$ cat src/rtl/alu_pkg.sv
// alu_pkg -- shared constants and types for the sequential accumulator ALU.
//
// Contents:
//   ALU_W        datapath width (8)
//   alu_op_e     3-bit operation codes OP_ADD .. OP_MUL
//   alu_state_e  control FSM states S_IDLE, S_MUL, S_DONE
//
// Optional feature macro used by the ALU: ALU_MUL_EN (multi-cycle multiply).
package alu_pkg;

  localparam int ALU_W = 8;

  typedef enum logic [2:0] {
    OP_ADD = 3'b000,
    OP_SUB = 3'b001,
    OP_AND = 3'b010,
    OP_OR  = 3'b011,
    OP_XOR = 3'b100,
    OP_NOT = 3'b101,
    OP_SHL = 3'b110,
    OP_MUL = 3'b111
  } alu_op_e;

  typedef enum logic [1:0] {
    S_IDLE = 2'd0,
    S_MUL  = 2'd1,
    S_DONE = 2'd2
  } alu_state_e;

endpackage

$ cat src/rtl/alu_seq_if.sv
// alu_seq_if -- request/response bundle between the control unit and the ALU.
//
// Signals:
//   start   request strobe, sampled on a rising clock edge when not busy
//   op      3-bit operation code, latched with start
//   a, b    operands (a = accumulator, b = register/immediate)
//   busy    high while a multiply iterates
//   done    one-cycle completion strobe (used as LoadAcc)
//   result  registered result, held until the next completion
//   zero    registered result==0 flag
//   carry   registered carry/borrow/overflow flag
//
// Modports: master (control unit / bench side), slave (ALU side).
interface alu_seq_if;
  import alu_pkg::*;

  logic             start;
  logic [2:0]       op;
  logic [ALU_W-1:0] a;
  logic [ALU_W-1:0] b;
  logic             busy;
  logic             done;
  logic [ALU_W-1:0] result;
  logic             zero;
  logic             carry;

  modport master (
    output start, op, a, b,
    input  busy, done, result, zero, carry
  );

  modport slave (
    input  start, op, a, b,
    output busy, done, result, zero, carry
  );

endinterface

$ cat src/rtl/alu_mul_seq.sv
// alu_mul_seq -- 8-step shift-add multiplier, multiplier LSB first.
//
// Ports:
//   clk      rising-edge clock
//   reset    asynchronous active-low reset
//   load     latch operands a/b and clear the partial product
//   step     perform one shift-add iteration
//   a, b     multiplicand / multiplier (sampled on load)
//   product  16-bit partial product *including* the iteration performed on
//            the coming edge, so the owner can capture the final product on
//            the same edge as the 8th step.
//
// Only instantiated when ALU_MUL_EN is defined.
module alu_mul_seq
  import alu_pkg::*;
(
  input  logic                 clk,
  input  logic                 reset,
  input  logic                 load,
  input  logic                 step,
  input  logic [ALU_W-1:0]     a,
  input  logic [ALU_W-1:0]     b,
  output logic [2*ALU_W-1:0]   product
);

  logic [2*ALU_W-1:0] mcand_q;
  logic [ALU_W-1:0]   mplr_q;
  logic [2*ALU_W-1:0] prod_q;

  // Look-ahead of the accumulated product after the current iteration.
  assign product = prod_q + (mplr_q[0] ? mcand_q : '0);

  always_ff @(posedge clk or negedge reset) begin
    if (!reset) begin
      mcand_q <= '0;
      mplr_q  <= '0;
      prod_q  <= '0;
    end else if (load) begin
      mcand_q <= {{ALU_W{1'b0}}, a};
      mplr_q  <= b;
      prod_q  <= '0;
    end else if (step) begin
      prod_q  <= product;
      mcand_q <= mcand_q << 1;
      mplr_q  <= mplr_q >> 1;
    end
  end

endmodule

$ cat src/rtl/alu_seq.sv
// alu_seq -- sequential 8-bit ALU for the accumulator datapath.
//
// Ports:
//   clk    rising-edge clock
//   reset  asynchronous active-low reset (0 = reset)
//   bus    alu_seq_if.slave: start/op/a/b in, busy/done/result/zero/carry out
//
// Single-cycle ops complete one cycle after acceptance. With ALU_MUL_EN
// defined, op 111 runs an 8-step shift-add multiply (latency 9, busy for
// 8 cycles); without it, op 111 is a single-cycle pass-through of a.
module alu_seq
  import alu_pkg::*;
(
  input  logic      clk,
  input  logic      reset,
  alu_seq_if.slave  bus
);

  alu_state_e       state_q, state_d;
  alu_op_e          op_in;
  logic             accept;
  logic             is_mul_req;
  logic             last_step;
  logic [ALU_W:0]   add_sum;
  logic [ALU_W-1:0] alu_res;
  logic             alu_carry;
  logic [ALU_W-1:0] result_q;
  logic             zero_q;
  logic             carry_q;

  assign op_in   = alu_op_e'(bus.op);
  // A request is taken in IDLE and in DONE (back-to-back), never in MUL.
  assign accept  = bus.start && (state_q != S_MUL);
  assign add_sum = {1'b0, bus.a} + {1'b0, bus.b};

`ifdef ALU_MUL_EN
  logic [2:0]         iter_cnt;
  logic [2*ALU_W-1:0] mul_product;

  assign is_mul_req = (op_in == OP_MUL);
  assign last_step  = (state_q == S_MUL) && (iter_cnt == 3'd7);

  // Iteration counter: cleared on accept, advances once per multiply cycle.
  always_ff @(posedge clk or negedge reset) begin
    if (!reset) begin
      iter_cnt <= 3'd0;
    end else if (accept && is_mul_req) begin
      iter_cnt <= 3'd0;
    end else if (state_q == S_MUL) begin
      iter_cnt <= iter_cnt + 3'd1;
    end
  end

  alu_mul_seq u_mul (
    .clk     (clk),
    .reset   (reset),
    .load    (accept && is_mul_req),
    .step    (state_q == S_MUL),
    .a       (bus.a),
    .b       (bus.b),
    .product (mul_product)
  );

  assign bus.busy = (state_q == S_MUL);
`else
  assign is_mul_req = 1'b0;
  assign last_step  = 1'b0;
  assign bus.busy   = 1'b0;
`endif

  // State register.
  always_ff @(posedge clk or negedge reset) begin
    if (!reset) begin
      state_q <= S_IDLE;
    end else begin
      state_q <= state_d;
    end
  end

  // Next-state logic: DONE behaves like IDLE for new requests.
  always_comb begin
    state_d = state_q;
    case (state_q)
      S_IDLE, S_DONE: begin
        if (accept) begin
          state_d = is_mul_req ? S_MUL : S_DONE;
        end else begin
          state_d = S_IDLE;
        end
      end
      S_MUL: begin
        if (last_step) begin
          state_d = S_DONE;
        end
      end
      default: state_d = S_IDLE;
    endcase
  end

  // Single-cycle datapath; op 111 defaults to a pass-through of a, which is
  // the result used when the multiplier is not built.
  always_comb begin
    alu_res   = bus.a;
    alu_carry = 1'b0;
    case (op_in)
      OP_ADD: begin
        alu_res   = add_sum[ALU_W-1:0];
        alu_carry = add_sum[ALU_W];
      end
      OP_SUB: begin
        alu_res   = bus.a - bus.b;
        alu_carry = (bus.a < bus.b);
      end
      OP_AND: alu_res = bus.a & bus.b;
      OP_OR:  alu_res = bus.a | bus.b;
      OP_XOR: alu_res = bus.a ^ bus.b;
      OP_NOT: alu_res = ~bus.a;
      OP_SHL: begin
        alu_res   = {bus.a[ALU_W-2:0], 1'b0};
        alu_carry = bus.a[ALU_W-1];
      end
      default: begin
        alu_res   = bus.a;
        alu_carry = 1'b0;
      end
    endcase
  end

  // Result and flags move only on a completion edge: the accept edge of a
  // single-cycle op, or the edge of the final multiply step.
  always_ff @(posedge clk or negedge reset) begin
    if (!reset) begin
      result_q <= '0;
      zero_q   <= 1'b1;
      carry_q  <= 1'b0;
    end else if (accept && !is_mul_req) begin
      result_q <= alu_res;
      zero_q   <= (alu_res == '0);
      carry_q  <= alu_carry;
`ifdef ALU_MUL_EN
    end else if (last_step) begin
      result_q <= mul_product[ALU_W-1:0];
      zero_q   <= (mul_product[ALU_W-1:0] == '0);
      carry_q  <= |mul_product[2*ALU_W-1:ALU_W];
`endif
    end
  end

  assign bus.done   = (state_q == S_DONE);
  assign bus.result = result_q;
  assign bus.zero   = zero_q;
  assign bus.carry  = carry_q;

endmodule
$ cat src/flat_wrapper.sv
// flat-port wrapper written by rule: the top's interface ports become plain ports
module alu_seq_flat import alu_pkg::*;
  (clk, reset, bus_start, bus_op, bus_a, bus_b, bus_busy, bus_done, bus_result, bus_zero, bus_carry);
  alu_seq_if bus_i ();
  input  logic clk;
  input  logic reset;
  input wire logic [$bits(bus_i.start)-1:0] bus_start;
  input wire logic [$bits(bus_i.op)-1:0] bus_op;
  input wire logic [$bits(bus_i.a)-1:0] bus_a;
  input wire logic [$bits(bus_i.b)-1:0] bus_b;
  output wire logic [$bits(bus_i.busy)-1:0] bus_busy;
  output wire logic [$bits(bus_i.done)-1:0] bus_done;
  output wire logic [$bits(bus_i.result)-1:0] bus_result;
  output wire logic [$bits(bus_i.zero)-1:0] bus_zero;
  output wire logic [$bits(bus_i.carry)-1:0] bus_carry;
  assign bus_i.start = bus_start;
  assign bus_i.op = bus_op;
  assign bus_i.a = bus_a;
  assign bus_i.b = bus_b;
  assign bus_busy = bus_i.busy;
  assign bus_done = bus_i.done;
  assign bus_result = bus_i.result;
  assign bus_zero = bus_i.zero;
  assign bus_carry = bus_i.carry;
  alu_seq u_core (.clk(clk), .reset(reset), .bus(bus_i));
endmodule
$ cat config.mk
export PLATFORM = sky130hd
export DESIGN_NAME = alu_seq_flat
export DESIGN_NICKNAME = d
export VERILOG_FILES = /design/src/rtl/alu_pkg.sv /design/src/rtl/alu_seq_if.sv /design/src/rtl/alu_mul_seq.sv /design/src/rtl/alu_seq.sv /design/src/flat_wrapper.sv
export SDC_FILE = /design/constraint.sdc
export NUM_CORES = 1
export LEC_CHECK = 0
export CORE_ASPECT_RATIO = 1.1
export CORE_MARGIN = 4
export CORE_UTILIZATION = 32
export CTS_BUF_LIST = sky130_fd_sc_hd__clkbuf_4
export DETAILED_ROUTE_END_ITERATION = 7
export PLACE_DENSITY = 0.53
export REMOVE_ABC_BUFFERS = 1
export SYNTH_ARGS = -nofsm -noshare
export SYNTH_HDL_FRONTEND = slang
export SYNTH_SLANG_ARGS = --single-unit
export TNS_END_PERCENT = 30
$ cat constraint.sdc
create_clock -name clk -period 1.3 [get_ports clk]
set_input_delay 0.325 -clock clk [delete_from_list [all_inputs] [get_ports clk]]
set_output_delay 0.325 -clock clk [all_outputs]
set_load 0.03 [all_outputs]
# Word level (Yosys, flattened, before mapping)
# Cells that the tools add are included.
[op_classes]
addsub = 2
n_lt_le_gt_ge = 1
n_eq_ne = 9
mux = 4
n_bitwise = 4
n_reduce_logical = 5
[ops]
columns = ["cell", "count"]
rows = [
  ["case mux 8 bit (7 select lines)", 1],
  ["adder 8 x 8 -> 9 bit", 1],
  ["equality test 3 bit, second input constant", 3],
  ["bitwise AND 8 bit", 1],
  ["zero test 8 bit", 1],
  ["< comparator 8 bit", 1],
  ["NOT 8 bit", 1],
  ["OR 8 bit", 1],
  ["subtractor 8 bit", 1],
  ["bitwise XOR 8 bit", 1],
  ["equality test 3 x 2 -> 1 bit, second input constant", 2],
  ["case mux 2 bit (2 select lines)", 1],
  ["equality test 3 x 1 -> 1 bit, second input constant", 1],
  ["zero test 3 bit", 1],
  ["case mux 1 bit (3 select lines)", 1],
  ["equality test 2 x 1 -> 1 bit, second input constant", 1],
  ["equality test 2 bit, second input constant", 1],
  ["zero test 2 bit", 1],
  ["two-way mux 2 bit", 1],
  ["!= test 2 x 1 -> 1 bit, second input constant", 1],
  ["OR reduction 2 bit", 1],
  ["logical AND 1 bit", 1],
]
[word_totals]
ff_bits = 12
output_inout_bits = 12
wordCells = 29

# Logic depth before layout (Yosys ltp)
[depth]
word_depth = 4
depth_mapped = 11

# Worst setup path before layout
# No wires, ideal clock.
[synth_timing]
path_kind = "input to register"
start = "input port bus_b[0]"
end = "register u_core.zero_q (netlist: u_core.bus.zero)"
setup_ns = 0.063
arrival_time_ns = 2.185
t_required_ns = 1.237
slack_ns = -0.948
cell_stages = 10
path_buffers = 0
path_cell_list = "ha_1 inv_1 fa_1 nand2b_1 a21oi_1 o41a_1 nand3_1 and3_1 o32ai_1 a32o_1"
[synth_between]
elab_chain_len = 3
word_cells_on_any_way = 7
classes_between = "2 x add/sub; 1 x mux; 3 x bitwise; 1 x reduce/logical"
[synth_rtl]
columns = ["element", "line_no", "rtl"]
rows = [
  ["from (decl)", "flat_wrapper.sv:10", "input wire logic [$bits(bus_i.b)-1:0] bus_b;"],
  ["subtractor 8 bit (tied with other cells)", "alu_seq.sv:111", "alu_res = bus.a - bus.b;"],
  ["case mux 8 bit (7 select lines) *", "alu_seq.sv:105", "case (op_in)"],
  ["zero test 8 bit *", "alu_seq.sv:138", "zero_q <= (alu_res == '0);"],
  ["to (signal assigned)", "alu_seq.sv:138", ""],
  ["to (decl)", "alu_seq.sv:28", "logic zero_q;"],
]
# Every way passes the cells marked *; elsewhere a longest branch is shown, timed or not.
# A chain may end at the register's enable or synchronous reset.

# Worst setup path in the final report
[layout_timing]
start = "input port bus_a[0]"
end = "register u_core.zero_q (netlist: u_core.bus.zero)"
[layout_between]
elab_chain_len = 3
word_cells_on_any_way = 8
classes_between = "2 x add/sub; 1 x mux; 4 x bitwise; 1 x reduce/logical"
[layout_rtl]
columns = ["element", "line_no", "rtl"]
rows = [
  ["from (decl)", "flat_wrapper.sv:9", "input wire logic [$bits(bus_i.a)-1:0] bus_a;"],
  ["subtractor 8 bit (tied with other cells)", "alu_seq.sv:111", ""],
  ["case mux 8 bit (7 select lines) *", "alu_seq.sv:105", ""],
  ["zero test 8 bit *", "alu_seq.sv:138", ""],
]
# Marks and branches as above.

==> flow_summary.yaml <==
status:
  outcome: "finished, violations left"
  failed_checks: "negative setup slack"
power:
  comb_power_share_pct: 67.9
  netSwitchingFraction_pct: 39.8
  power.ir.vdd_worst_v: 0.000592
  seqPwrFrac_pct: 20.1
  part_of_the_total_power_dissipated_in_the_clock_network_pct: 12.0
  net-switching-power_w: 0.000831
  power_density_nw_per_um2: 609
  power.leakage_nw: 1.58
  intPower_w: 0.00126
critical_path:
  launch_point_of_the_worst_path: "bus_a[0]"
  regToRegEndpoint: "u_core.bus.result[4]"
  critPathLaunchType: "primary input"
  r2r_setup_slack_ns: 0.52
  crit_type: "in -> reg"
  worst_r2r_path_cells: 1
  cp.required_ns: 1.50
  cp.arrival_ns: 2.28
  r2r-start: "u_core.bus.result[4]"
  crit_end: "u_core.bus.zero"
  end_kind: "flip-flop"
  biggest_fanout_along_the_worst_timing_path: 3
drt:
  finalWirelength_um: 7000
  drtPass1Iterations: 4
  drc: 0
  drt.antenna.violating_nets: 0
  first_iter_violations: 118
  vias_per_cell: 5.03
  routedWlPerCell_um: 15.9
  routed-via-count: 2218
grt:
  global_route.overflow_total: 0
  grtUsageMet1_pct: 26.4
  first_global_vias: 2302
  met3_usage_pct: 1.45
  grt_pass1_wl_um: 10900
  initial_antenna_violation_count: 0
  grt_max_degree: 15
  gr-usage-all-layers_pct: 19.7
  globalRoute.busiestLayer: "met2"
  met2_use_gr_pct: 33.7
clock_tree:
  h-tree-depth: 1
  number_of_hold_repair_buffers_added_at_the_cts_stage: 0
  clock_tree.root_cell: "sky130_fd_sc_hd__clkbuf_4"
  cts-root-to-sink-buffers: 2
  clock_insertion_delay_worst_skew_ns: 0.27
  numCtsBuffers: 3
  cts_num_sinks: 11
  path_clk_slew_ns: 0.07
  tritoncts: "done"
cells_and_area:
  layout_area_overhead_pct: 86.4
  fin_area_um2: 3430
  layout-drive-gt1-share_pct: 58.7
  num-nets-final: 415
  num_antenna_cells: 0
  final-instance-count-excl-fill: 441
  fin_util_pct: 62.7
sta:
  finalSetupViolCount: 10
  final_critical_path_setup_slack_ns: -0.780
  clock_skew_ns: 0
  grt_setup_unrepaired: "yes"
  timing.final.crit_period_ns: 2.08
  timing.final.hold_violations: 0
  max_freq_ghz: 0.481
  timing.final.max_slew_violations: 0
  timing.final.crit_share_pct: 160
  finalHoldWorstSlack_ns: 0.351
floorplan:
  floorplan.die.height_um: 87.5
  core_area_um2: 5470
  start_util_pct: 33.6
  std_cell_rows: 28
  i_o_pin_count: 34
  die_w_um: 80.3
  floorplan.die_area_um2: 7020
synthesis:
  synth-simple-area-share_pct: 19.8
  yosys.area_share.adder_pct: 18.5
  yosysSeqAreaShare_pct: 15.0
  synth_most_common_cell: "sky130_fd_sc_hd__inv_1"
  main_combinational_cell_family_by_area_after_synthesis: "compound AO/OA/AOI/OAI gates"
  yosysTopAreaCell: "sky130_fd_sc_hd__ha_1"
  synth_area_um2: 1840
  synth_ff_type: "sky130_fd_sc_hd__dfrtp_1"
  synth_compound_gate_area_share_pct: 27.8
  synthesis.instances: 235
  post_synth_most_frequent_cells: "sky130_fd_sc_hd__inv_1, sky130_fd_sc_hd__ha_1, sky130_fd_sc_hd__nor2_1"
  yosysUniqueCellTypes: 56
  syn_avg_cell_area_um2: 7.82
  synth_enable_flop_cells: 0
  number_of_warning_messages_in_the_yosys_log: 0
  async_flop_share_pct: 100
  synth_top_cells_by_area: "sky130_fd_sc_hd__ha_1, sky130_fd_sc_hd__dfrtp_1, sky130_fd_sc_hd__inv_1"
  fraction_of_synthesized_cell_area_in_xor_and_xnor_cells_pct: 0.953
  synth_seq_cells: 11
  post-synth-top-area-fraction_pct: 16.3
  synth.area.mux_share_pct: 7.42
place:
  cells_after_dpl: 423
  hpwlAfterDp_um: 4970
  gp_routability_congestion: 0.921
  port-buffer-count: 32
  dp_slack_ns: -1.66
  place_area_um2: 2860
min_path:
  min_path_type: "in -> async"
flow_run:
  cap_viol_max_count: 0
==> cells by family (layout without fill, tap and decap cells) <==
logic type | Yosys count | in the layout
flip-flops | 11 | 11
multiplexers | 13 | 13
XOR/XNOR | 2 | 2
AND/OR/NAND/NOR | 69 | 69
other | 1 | 1
buffers and inverters | 41 | 172
adder cells (fa/ha/maj) | 26 | 26
AO/OA/AOI/OAI | 72 | 72
==> cell type report <==
| class | count | area, um^2 |
|---|---|---|
| repair buffers | 140 | 1130 |
| well taps | 75 | 93.8 |
| clock buffers | 4 | 30.0 |
| inverters | 28 | 116 |
| multi-input cells | 183 | 1780 |
| fillers | 503 | 2040 |
| flip-flops and latches | 11 | 277 |
==> routing by layer <==
layer  part of all wire [%]  wire length, um  vias up
met5                      0                0        -
met4                    1.1               76        0
met3                    4.0              283        8
met2                     49             3450       60
met1                     46             3180     1037
li1                       -                -     1113
==> cells in the final DEF (no fill, tap or decap), drive strengths merged, types with 4 or more instances in the layout <==
cell type,count
clkbuf,12
buf,126
mux2,5
a21oi,18
o21ai,10
nor2,20
clkdlybuf4s50,4
dfrtp,10
nand2,7
nand3b,4
mux2i,8
nor3,10
ha,24
nor2b,7
inv,27
a31oi,4
nand2b,6
o211ai,5
nand3,5
==> sequential cells by signal (all words and copies together) (netlist names) <==
signal	flops
u_core.bus.carry	1
u_core.bus.result	8
u_core.bus.zero	1
u_core.state_q	1
==> what timing repair did <==
action                     CTS  global route
hold endpoints to repair     0             0
setup endpoints to repair   10            11
setup buffers                7             8
gates resized for setup    120            51
pin swaps                   36            27
==> worst max-delay path: stages <==
cell and delay [ns]:
sky130_fd_sc_hd__buf_8 0.10, sky130_fd_sc_hd__buf_6 0.11, sky130_fd_sc_hd__inv_4 0.05, sky130_fd_sc_hd__ha_4 0.13, sky130_fd_sc_hd__inv_2 0.03, sky130_fd_sc_hd__fa_2 0.35
sky130_fd_sc_hd__a21oi_2 0.14, sky130_fd_sc_hd__o21bai_1 0.09, sky130_fd_sc_hd__a211oi_2 0.34, sky130_fd_sc_hd__and3_1 0.23, sky130_fd_sc_hd__o32ai_2 0.10, sky130_fd_sc_hd__a32o_1 0.26
==> stage by stage <==
step | power [W] | TNS, ns
after floorplan | 0.000937 | -6.43
after global placement | 0.00153 | -14.09
after detailed placement | 0.00154 | -14.53
after CTS | 0.00200 | -6.43
after global routing | 0.00222 | -7.18
final | 0.00209 | -6.48
==> how the worst min path moves through the flow <==
stage	startpoint	endpoint	slack (ns)	cells past startpoint
6_report	reset	u_core.bus.result[4]	0.35	2
5_1_grt	reset	u_core.bus.result[7]	0.35	2
4_1_cts	reset	u_core.bus.carry	0.34	2
3_5_place_dp	u_core.bus.result[0]	u_core.bus.result[0]	0.47	1
3_3_place_gp	u_core.bus.result[0]	u_core.bus.result[0]	0.47	1
2_1_floorplan	reset	u_core.bus.carry	0.03	0
==> power groups by stage <==
stage / sequential [W] / clock, W / combinational [W]
CTS: 0.000419 / 0.000264 / 0.00132
detailed placement: 0.000425 / 0 / 0.00111
finish: 0.000420 / 0.000250 / 0.00142
floorplan: 0.000521 / 0 / 0.000416
global placement: 0.000424 / 0 / 0.00111
global route: 0.000426 / 0.000275 / 0.00152
(Power assumes the default switching activity.)
